File: src/rtl/ecg_gate_ctrl.sv
// ECG-triggered imaging gate controller: hysteresis peak detector, beat interval
// averaging over 2^NAVG_LOG2 beats, lock/timeout FSM and a percentage-window gate.
module ecg_gate_ctrl #(
  parameter int unsigned DW        = 12,
  parameter int unsigned CW        = 32,
  parameter int unsigned NAVG_LOG2 = 3
) (
  input  logic          clk,
  input  logic          rst,
  input  logic          sample_valid,
  input  logic [DW-1:0] sample,
  input  logic [DW-1:0] thr_hi,
  input  logic [DW-1:0] thr_lo,
  input  logic [CW-1:0] refractory,
  input  logic [CW-1:0] timeout,
  input  logic [6:0]    delay_pct,
  input  logic [6:0]    end_pct,
  input  logic [1:0]    mode,
  output logic          gate,
  output logic          beat,
  output logic          missed,
  output logic [CW-1:0] avg_period,
  output logic          locked
);

  localparam int unsigned DEPTH = 1 << NAVG_LOG2;
  localparam int unsigned SW    = CW + NAVG_LOG2;
  localparam int unsigned PW    = CW + 7;
  localparam int unsigned FW    = NAVG_LOG2 + 1;
  localparam logic [FW-1:0] FILL_FULL = FW'(DEPTH);
  localparam logic [FW-1:0] FILL_LAST = FW'(DEPTH - 1);

  typedef enum logic { DET_ARMED, DET_PEAK } det_e;
  typedef enum logic [1:0] { ST_IDLE, ST_ACQUIRE, ST_TRACK } st_e;

  det_e det_q, det_d;
  st_e  st_q, st_d;

  logic [CW-1:0]        ivl_q, ivl_d, ivl_inc;
  logic [SW-1:0]        sum_q, sum_d;
  logic [FW-1:0]        fill_q, fill_d;
  logic [NAVG_LOG2-1:0] wr_q, wr_d;
  logic [CW-1:0]        avg_q, avg_d;
  logic [CW-1:0]        buf_q [DEPTH];
  logic [CW-1:0]        oldest;
  logic                 gate_q, gate_d, beat_q, beat_d, missed_q, missed_d;
  logic                 cand, accept, tmo, full, wr_en;
  logic [PW-1:0]        prod_ivl, prod_lo, prod_hi;

  always_comb begin
    det_d = det_q;
    cand  = 1'b0;
    if (sample_valid) begin
      case (det_q)
        DET_ARMED: if (sample >= thr_hi) det_d = DET_PEAK;
        DET_PEAK: begin
          if (sample <= thr_lo) begin
            det_d = DET_ARMED;
            cand  = 1'b1;
          end
        end
        default: det_d = DET_ARMED;
      endcase
    end
  end

  always_comb begin
    ivl_inc  = (ivl_q == '1) ? ivl_q : ivl_q + CW'(1);
    accept   = cand && (ivl_q >= refractory);
    tmo      = (st_q != ST_IDLE) && (ivl_q == timeout);
    full     = (fill_q == FILL_FULL);
    oldest   = full ? buf_q[wr_q] : '0;
    st_d     = st_q;
    ivl_d    = ivl_inc;
    sum_d    = sum_q;
    fill_d   = fill_q;
    wr_d     = wr_q;
    avg_d    = avg_q;
    beat_d   = 1'b0;
    missed_d = tmo;
    wr_en    = 1'b0;
    if (tmo) begin
      // a beat colliding with timeout restarts timing silently from IDLE
      st_d   = accept ? ST_ACQUIRE : ST_IDLE;
      ivl_d  = accept ? '0 : ivl_inc;
      sum_d  = '0;
      fill_d = '0;
      wr_d   = '0;
      avg_d  = '0;
    end else begin
      if (st_q == ST_TRACK) avg_d = CW'(sum_q >> NAVG_LOG2);
      if (accept) begin
        beat_d = 1'b1;
        ivl_d  = '0;
        if (st_q == ST_IDLE) begin
          st_d = ST_ACQUIRE;
        end else begin
          // stored interval counts the beat cycle itself (counter's next value)
          wr_en = 1'b1;
          wr_d  = wr_q + NAVG_LOG2'(1);
          sum_d = sum_q + SW'(ivl_inc) - SW'(oldest);
          if (!full) begin
            fill_d = fill_q + FW'(1);
            if (fill_q == FILL_LAST) st_d = ST_TRACK;
          end
        end
      end
    end
  end

  always_comb begin
    prod_ivl = PW'(ivl_q) * PW'(7'd100);
    prod_lo  = PW'(avg_q) * PW'(delay_pct);
    prod_hi  = PW'(avg_q) * PW'(end_pct);
    case (mode)
      2'b01:   gate_d = 1'b1;
      2'b10:   gate_d = (st_q == ST_TRACK) && (prod_ivl > prod_lo) && (prod_ivl < prod_hi);
      default: gate_d = 1'b0;
    endcase
  end

  always_ff @(posedge clk or posedge rst) begin
    if (rst) begin
      det_q    <= DET_ARMED;
      st_q     <= ST_IDLE;
      ivl_q    <= '0;
      sum_q    <= '0;
      fill_q   <= '0;
      wr_q     <= '0;
      avg_q    <= '0;
      gate_q   <= 1'b0;
      beat_q   <= 1'b0;
      missed_q <= 1'b0;
    end else begin
      det_q    <= det_d;
      st_q     <= st_d;
      ivl_q    <= ivl_d;
      sum_q    <= sum_d;
      fill_q   <= fill_d;
      wr_q     <= wr_d;
      avg_q    <= avg_d;
      gate_q   <= gate_d;
      beat_q   <= beat_d;
      missed_q <= missed_d;
    end
  end

  always_ff @(posedge clk or posedge rst) begin
    if (rst) begin
      for (int unsigned i = 0; i < DEPTH; i++) buf_q[i] <= '0;
    end else if (wr_en) begin
      buf_q[wr_q] <= ivl_inc;
    end
  end

  assign gate       = gate_q;
  assign beat       = beat_q;
  assign missed     = missed_q;
  assign avg_period = avg_q;
  assign locked     = (st_q == ST_TRACK);

endmodule

File: config.mk
export PLATFORM = sky130hd
export DESIGN_NAME = ecg_gate_ctrl
export DESIGN_NICKNAME = d
export VERILOG_FILES = /design/src/rtl/ecg_gate_ctrl.sv
export SDC_FILE = /design/constraint.sdc
export NUM_CORES = 2
export LEC_CHECK = 0
export ABC_AREA = 0
export CORE_MARGIN = 5
export CORE_UTILIZATION = 30
export DETAILED_ROUTE_END_ITERATION = 7
export HOLD_SLACK_MARGIN = 0.12
export PLACE_DENSITY_LB_ADDON = 0.2
export RECOVER_POWER = 50
export SYNTH_ARGS = -nofsm -noshare
export SYNTH_HDL_FRONTEND = slang
export SYNTH_SLANG_ARGS = --single-unit
File: constraint.sdc
create_clock -name clk -period 27.9 [get_ports clk]
set_clock_uncertainty 0.2 [all_clocks]
set_input_delay 5.58 -clock clk [delete_from_list [all_inputs] [get_ports clk]]
set_output_delay 5.58 -clock clk [all_outputs]
set_load 0.005 [all_outputs]
Word level (Yosys, flattened, before mapping)
Cells that the tools add are included.

Bits in registers: 368.

$add $sub $neg: 5. Multiply operators: 3. Order comparisons: 7. Equal/unequal tests: 10. Muxes and demuxes: 39. Bitwise gates (word level): 2. Reduce and logical (&&, ||, !) cells: 13.

Operator list (count): $bwmux W256 (1); $mux W32 (8); $mux W35 (3); $bmux W32 S3 (1); $demux W32 S3 (1); $mul A32 B7 Y39 (2); $gt A39 B39 Y1 (1); $lt A39 B39 Y1 (1); $mul A32 B5 Y37 const B (1); $add A35 B32 Y35 (1); $sub A35 B32 Y35 (1); $add A32 B1 Y32 const B (1); $eq A32 B32 Y1 (1); $eq A32 B32 Y1 const B (1); $ge A32 B32 Y1 (1); $mux W4 (4); $ge A12 B12 Y1 (1); $le A12 B12 Y1 (1); $mux W1 (11); $mux W2 (5); $mux W3 (3); $reduce_and A3 Y1 (2); $reduce_bool A2 Y1 (3); $logic_and A1 B1 Y1 (5); 16 further kinds (19).

Depth between registers and ports, before layout
Depth in word-level cells: 9. Depth in mapped cells: 32. Gate-level depth less buffers: 31.

Least setup slack after synthesis
OpenSTA, ideal clock, no wires.

Path kind: input port to flip-flop. From: input port delay_pct[6]. To: register gate_q, in the netlist gate. Setup time: 130 ps. Arrival: 11588 ps. Slack: 15983 ps. Stages: 27. Buffers on the path: 1. Cells stage by stage: clkbuf_1 and2_1 fa_1 fa_1 fa_1 fa_1 ha_1 a21o_1 a21o_1 a211o_1 a21oi_4 o221ai_2 o221a_4 a221oi_4 nor3b_1 a211oi_2 xor2_1 ha_1 and3_1 nand3_1 inv_1 a221oi_1 nor2_1 a2111oi_0 o21ai_0 o221ai_1 a21oi_1.

Longest elaborated chain between the ends: 5.

Ends and longest elaborated chain: start: declaration (line 16) `input logic [6:0] delay_pct,`; $mul A32 B7 Y39 (line 113) `prod_lo = PW'(avg_q) * PW'(delay_pct);`; $gt A39 B39 Y1 (line 117) `2'b10: gate_d = (st_q == ST_TRACK) && (prod_ivl > prod_lo) && (prod_ivl < prod_hi);`; $logic_and A1 B1 Y1 (2 in series) (line 117); $pmux W1 S2 (line 115) `case (mode)`; via gate_d (line 46) `logic gate_q, gate_d, beat_q, beat_d, missed_q, missed_d;`; end signal: assignment (line 142) `gate_q <= gate_d;`; end: declaration (line 46).

The timed path passes the listed nets, and every way through them passes these cells. A chain may end at the register's enable or synchronous reset.

==> impl_results.rst <==
.. list-table::
   :header-rows: 1

   * - Metric
     - Value
   * - Outcome
     - finished with violations
   * - Violations in the final reports
     - max-capacitance violations, max-slew violations
   * - Cell Count Post-Placement
     - 6019
   * - Global route overflow
     - 0
   * - Flop and latch count out of synthesis
     - 368
   * - Capture instance of the worst register-to-register path
     - gate$_DFF_PP0_
   * - Global-route wire length before repair
     - 194200 um
   * - Logic depth of the worst register-to-register path
     - 28
   * - Dominant synthesized flop cell
     - sky130_fd_sc_hd__dfrtp_1
   * - Static power due to leakage
     - 0.02193 uW
   * - Initial antenna violation count
     - 10
   * - Reg-to-reg slack, setup
     - 19.34 ns
   * - Chip Width
     - 370.1 um
   * - CTS tree
     - done
   * - Critical path launch point type
     - primary input
   * - Crit path capture type
     - asynchronous set/reset pin
   * - Count of fill cells added during filler insertion
     - 13540
   * - # hold bufs at CTS
     - 0
   * - Effective utilization at floorplan
     - 30.11%
   * - Resize count post-CTS
     - 0
   * - Largest voltage drop on the vdd net
     - 0.00006023 V
   * - Quantity of I/O buffers inserted on ports
     - 154
   * - Routed wirelength normalized by instance count
     - 20.63 um
   * - Antenna-violating nets left
     - 0
   * - Worst Setup Slack post-DPL
     - 14.01 ns
   * - Number of enable-type register cells in the synthesized netlist
     - 0
   * - Post-Route Setup TNS
     - 0 ns
   * - Standard-cell row count
     - 132
   * - Mean post-synth cell area
     - 9.222 um^2
   * - GRT Overall Usage
     - 18.43%
   * - Drt drc
     - 0
   * - Post-detailed-route via-to-cell ratio
     - 4.864
   * - Clk_lat worst skew
     - 0.57 ns
   * - Net Switching
     - 2155 uW
   * - Portion of total power attributed to the clock network
     - 13.4%
   * - DP HPWL
     - 96890 um
   * - Unrepaired setup endpoints after global routing
     - no
   * - Detailed-route via count
     - 29670
   * - Post-CTS setup buffers
     - 0
   * - Master cell of the clock root buffer
     - sky130_fd_sc_hd__clkbuf_16
   * - Startpoint of the worst-slack reg-to-reg timing path
     - avg_period[0]$_DFFE_PP0P_
   * - DRT Pass-1 Iters
     - 5
   * - Maximum number of buffers from clock root to sink
     - 3
   * - Launching element of the worst setup path
     - rst
   * - Internal power
     - 2275 uW
   * - Fraction of synthesis flops using an asynchronous set or reset pin
     - 100.0%
   * - Final Cycle Share
     - 54.47%
   * - DRT iter0 DRCs
     - 1566
   * - Post-synthesis net count
     - 5077
   * - Final setup violation count
     - 0
   * - Worst Setup Slack, final
     - 12.70 ns
   * - Normalized max-slew margin
     - -285.5%
   * - Via count of the first global-routing pass
     - 31305
   * - Switching power share of the total
     - 48.66%
   * - Required time of the critical path
     - 28.28 ns
   * - Combinational Power Share
     - 68.6%
   * - Non-filler instance count after layout
     - 6100
   * - Deepest level of the CTS H-tree
     - 2
   * - Layout cell share with drive strength beyond 1
     - 6.636%
   * - Total wire length
     - 125800 um
   * - Clock-pin slew on the worst setup and hold paths
     - 0.06 ns
   * - Crit path kind
     - primary input to asynchronous set/reset pin
   * - Number of endpoints with negative hold slack in the final report
     - 0
   * - Largest net degree at the start of global routing
     - 128
   * - Count of nets after finishing
     - 5183
   * - RePlAce Congestion
     - 0.8804
   * - Final max-slew violation count
     - 413
   * - Area Growth Syn to Fin
     - 12.85%
   * - Slew at the pin closest to its max-slew limit
     - 5.750 ns
   * - Hold-critical path endpoint
     - buf_q[0]$_DFFE_PP0P_
   * - Max-capacitance violation count
     - 8
   * - Yosys warnings
     - 0
   * - Hold path depth
     - 1
   * - Minimum clock period after layout
     - 15.20 ns
   * - Highest achievable clock rate
     - 65.80 MHz
   * - Floorplan die area
     - 136900 um^2
   * - Arrival time at the worst endpoint
     - 15.58 ns
   * - Reg power frac
     - 17.9%
   * - Number of sinks handled by clock tree synthesis
     - 368
   * - Highest net fanout along the worst path
     - 127
   * - CTS buffer count
     - 44
   * - Total power density per cell area
     - 100.9 nW/um^2
   * - Sequential element share of the synthesized area
     - 23.68%
   * - Worst hold-check path type
     - register to register
   * - Core area
     - 129200 um^2
   * - Launch instance of the worst min-delay path
     - buf_q[0]$_DFFE_PP0P_
   * - Count of unique library cells instantiated by Yosys
     - 98
   * - Post-Syn Instances
     - 4217
   * - Die Ht
     - 370.1 um
   * - I/O pin total
     - 155
   * - Combined area of all synthesized cells
     - 38890 um^2
[area by class of cell]
type | count | area (um^2) | share of cell area, %
Clock buffer | 68 | 1313 | 2.991
Tap cell | 1742 | 2180 | 4.966
Multi-Input combinational cell | 3079 | 26680 | 60.79
Timing Repair Buffer | 238 | 2086 | 4.752
Sequential cell | 368 | 9216 | 21.00
Clock inverter | 10 | 182.7 | 0.4162
Antenna cell | 3 | 7.507 | 0.01711
Inverter | 592 | 2223 | 5.066
[stage by stage]
step	hold slack, ns	area, um^2	total power (uW)	util, %
2_1_floorplan	0.2526	38890	2909	-
3_3_place_gp	0.2757	42480	3829	32.89
3_5_place_dp	0.2774	42480	3834	32.89
4_1_cts	0.2899	43970	4466	34.05
5_1_grt	0.3198	43880	4864	33.98
6_report	0.2884	43890	4430	33.98
[layout by cell type (no fill, tap or decap), types with 36 or more instances in the layout]
| master | Yosys | layout |
|---|---|---|
| sky130_fd_sc_hd__xnor2_1 | 120 | 119 |
| sky130_fd_sc_hd__mux2_2 | 36 | 36 |
| sky130_fd_sc_hd__xor2_1 | 67 | 67 |
| sky130_fd_sc_hd__fa_1 | 357 | 357 |
| sky130_fd_sc_hd__dfrtp_1 | 368 | 366 |
| sky130_fd_sc_hd__nor2_1 | 388 | 386 |
| sky130_fd_sc_hd__inv_1 | 591 | 590 |
| sky130_fd_sc_hd__nand3_1 | 37 | 37 |
| sky130_fd_sc_hd__a21oi_1 | 392 | 392 |
| sky130_fd_sc_hd__clkbuf_16 | 0 | 45 |
| sky130_fd_sc_hd__o21ai_0 | 114 | 114 |
| sky130_fd_sc_hd__mux4_2 | 64 | 64 |
| sky130_fd_sc_hd__a22o_1 | 40 | 40 |
| sky130_fd_sc_hd__nand2_1 | 318 | 318 |
| sky130_fd_sc_hd__nand4_1 | 44 | 44 |
| sky130_fd_sc_hd__a21o_1 | 106 | 106 |
| sky130_fd_sc_hd__ha_1 | 384 | 384 |
| sky130_fd_sc_hd__clkdlybuf4s50_1 | 0 | 134 |
| sky130_fd_sc_hd__buf_4 | 6 | 61 |
| sky130_fd_sc_hd__and2_1 | 296 | 296 |
| sky130_fd_sc_hd__clkbuf_1 | 126 | 36 |
[metal layers]
metal	wire length [um]	up-vias	global-route usage, %	part of all wire (%)
li1	-	14105	-	-
met1	58160	14958	25.12	46
met2	59870	480	31.58	48
met3	4382	125	1.884	3.5
met4	3404	2	4.377	2.7
met5	20	-	0	0.016
[power groups by stage]
| stage | registers [uW] | logic (uW) | clock network (uW) |
|---|---|---|---|
| after detailed placement | 808 | 3030 | 0 |
| final | 794 | 3040 | 595 |
| after global placement | 808 | 3020 | 0 |
| after global routing | 811 | 3420 | 633 |
| after floorplan | 712 | 2200 | 0 |
| after CTS | 799 | 3050 | 613 |
[cell usage after synthesis, drive strengths merged (10+ instances only)]
| library cell | n | area (um^2) |
|---|---|---|
| a31o | 10 | 87.59 |
| fa | 357 | 7147 |
| inv | 592 | 2222 |
| xor2 | 67 | 586.8 |
| a22o | 40 | 350.3 |
| mux4 | 64 | 1441 |
| nand2b | 21 | 131.4 |
| a21oi | 394 | 1987 |
| and2 | 297 | 1861 |
| and3 | 16 | 105.1 |
| a31oi | 16 | 106.4 |
| a221oi | 10 | 117.6 |
| nor3 | 23 | 141.4 |
| ha | 384 | 4805 |
| nor2 | 389 | 1463 |
| clkbuf | 126 | 473.0 |
| a21o | 106 | 795.8 |
| o211ai | 11 | 87.58 |
| dfrtp | 368 | 9209 |
| nand2 | 320 | 1206 |
| o21a | 13 | 97.59 |
| xnor2 | 124 | 1127 |
| nand3 | 37 | 185.2 |
| nand4 | 45 | 296.5 |
| o21bai | 18 | 135.1 |
| and4 | 12 | 110.1 |
| buf | 52 | 350.3 |
| o21ai | 124 | 620.6 |
| mux2 | 39 | 446.7 |
| nor2b | 30 | 187.7 |
| a211oi | 19 | 147.6 |
[worst max-delay path by stage]
stage | to | slack, ns | depth (start not counted)
global placement | gate$_DFF_PP0_ | 14.04 | 30
finish | wr_q[2]$_DFFE_PP0P_ | 12.70 | 5
CTS | gate$_DFF_PP0_ | 14.53 | 31
global route | wr_q[2]$_DFFE_PP0P_ | 10.46 | 5
floorplan | avg_period[0]$_DFFE_PP0P_ | 11.90 | 1
detailed placement | gate$_DFF_PP0_ | 14.01 | 31
[registers in the layout, summed over array words and instances, names as in the netlist]
| register | count |
|---|---|
| avg_period | 32 |
| beat | 1 |
| buf_q | 256 |
| det_q | 1 |
| fill_q | 4 |
| gate | 1 |
| ivl_q | 32 |
| missed | 1 |
| st_q | 2 |
| sum_q | 35 |
| wr_q | 3 |
[worst max-delay path: stages]
cell                            delay (ns)
sky130_fd_sc_hd__dlygate4sd3_1        0.56
sky130_fd_sc_hd__clkinvlp_2           3.18
sky130_fd_sc_hd__clkbuf_1             2.83
sky130_fd_sc_hd__clkbuf_1             2.43
sky130_fd_sc_hd__buf_4                0.84
[cells by family after synthesis]
group           Yosys count  synth area share (%)
compound gates          816                 13.03
xor+xnor                191                 4.408
fa+ha+maj               741                 30.73
buf+inv                 770                 7.831
flops                   368                 23.68
mux                     106                 4.932
simple gates           1225                 15.39
Note: power is estimated with default switching activity, not from simulation.
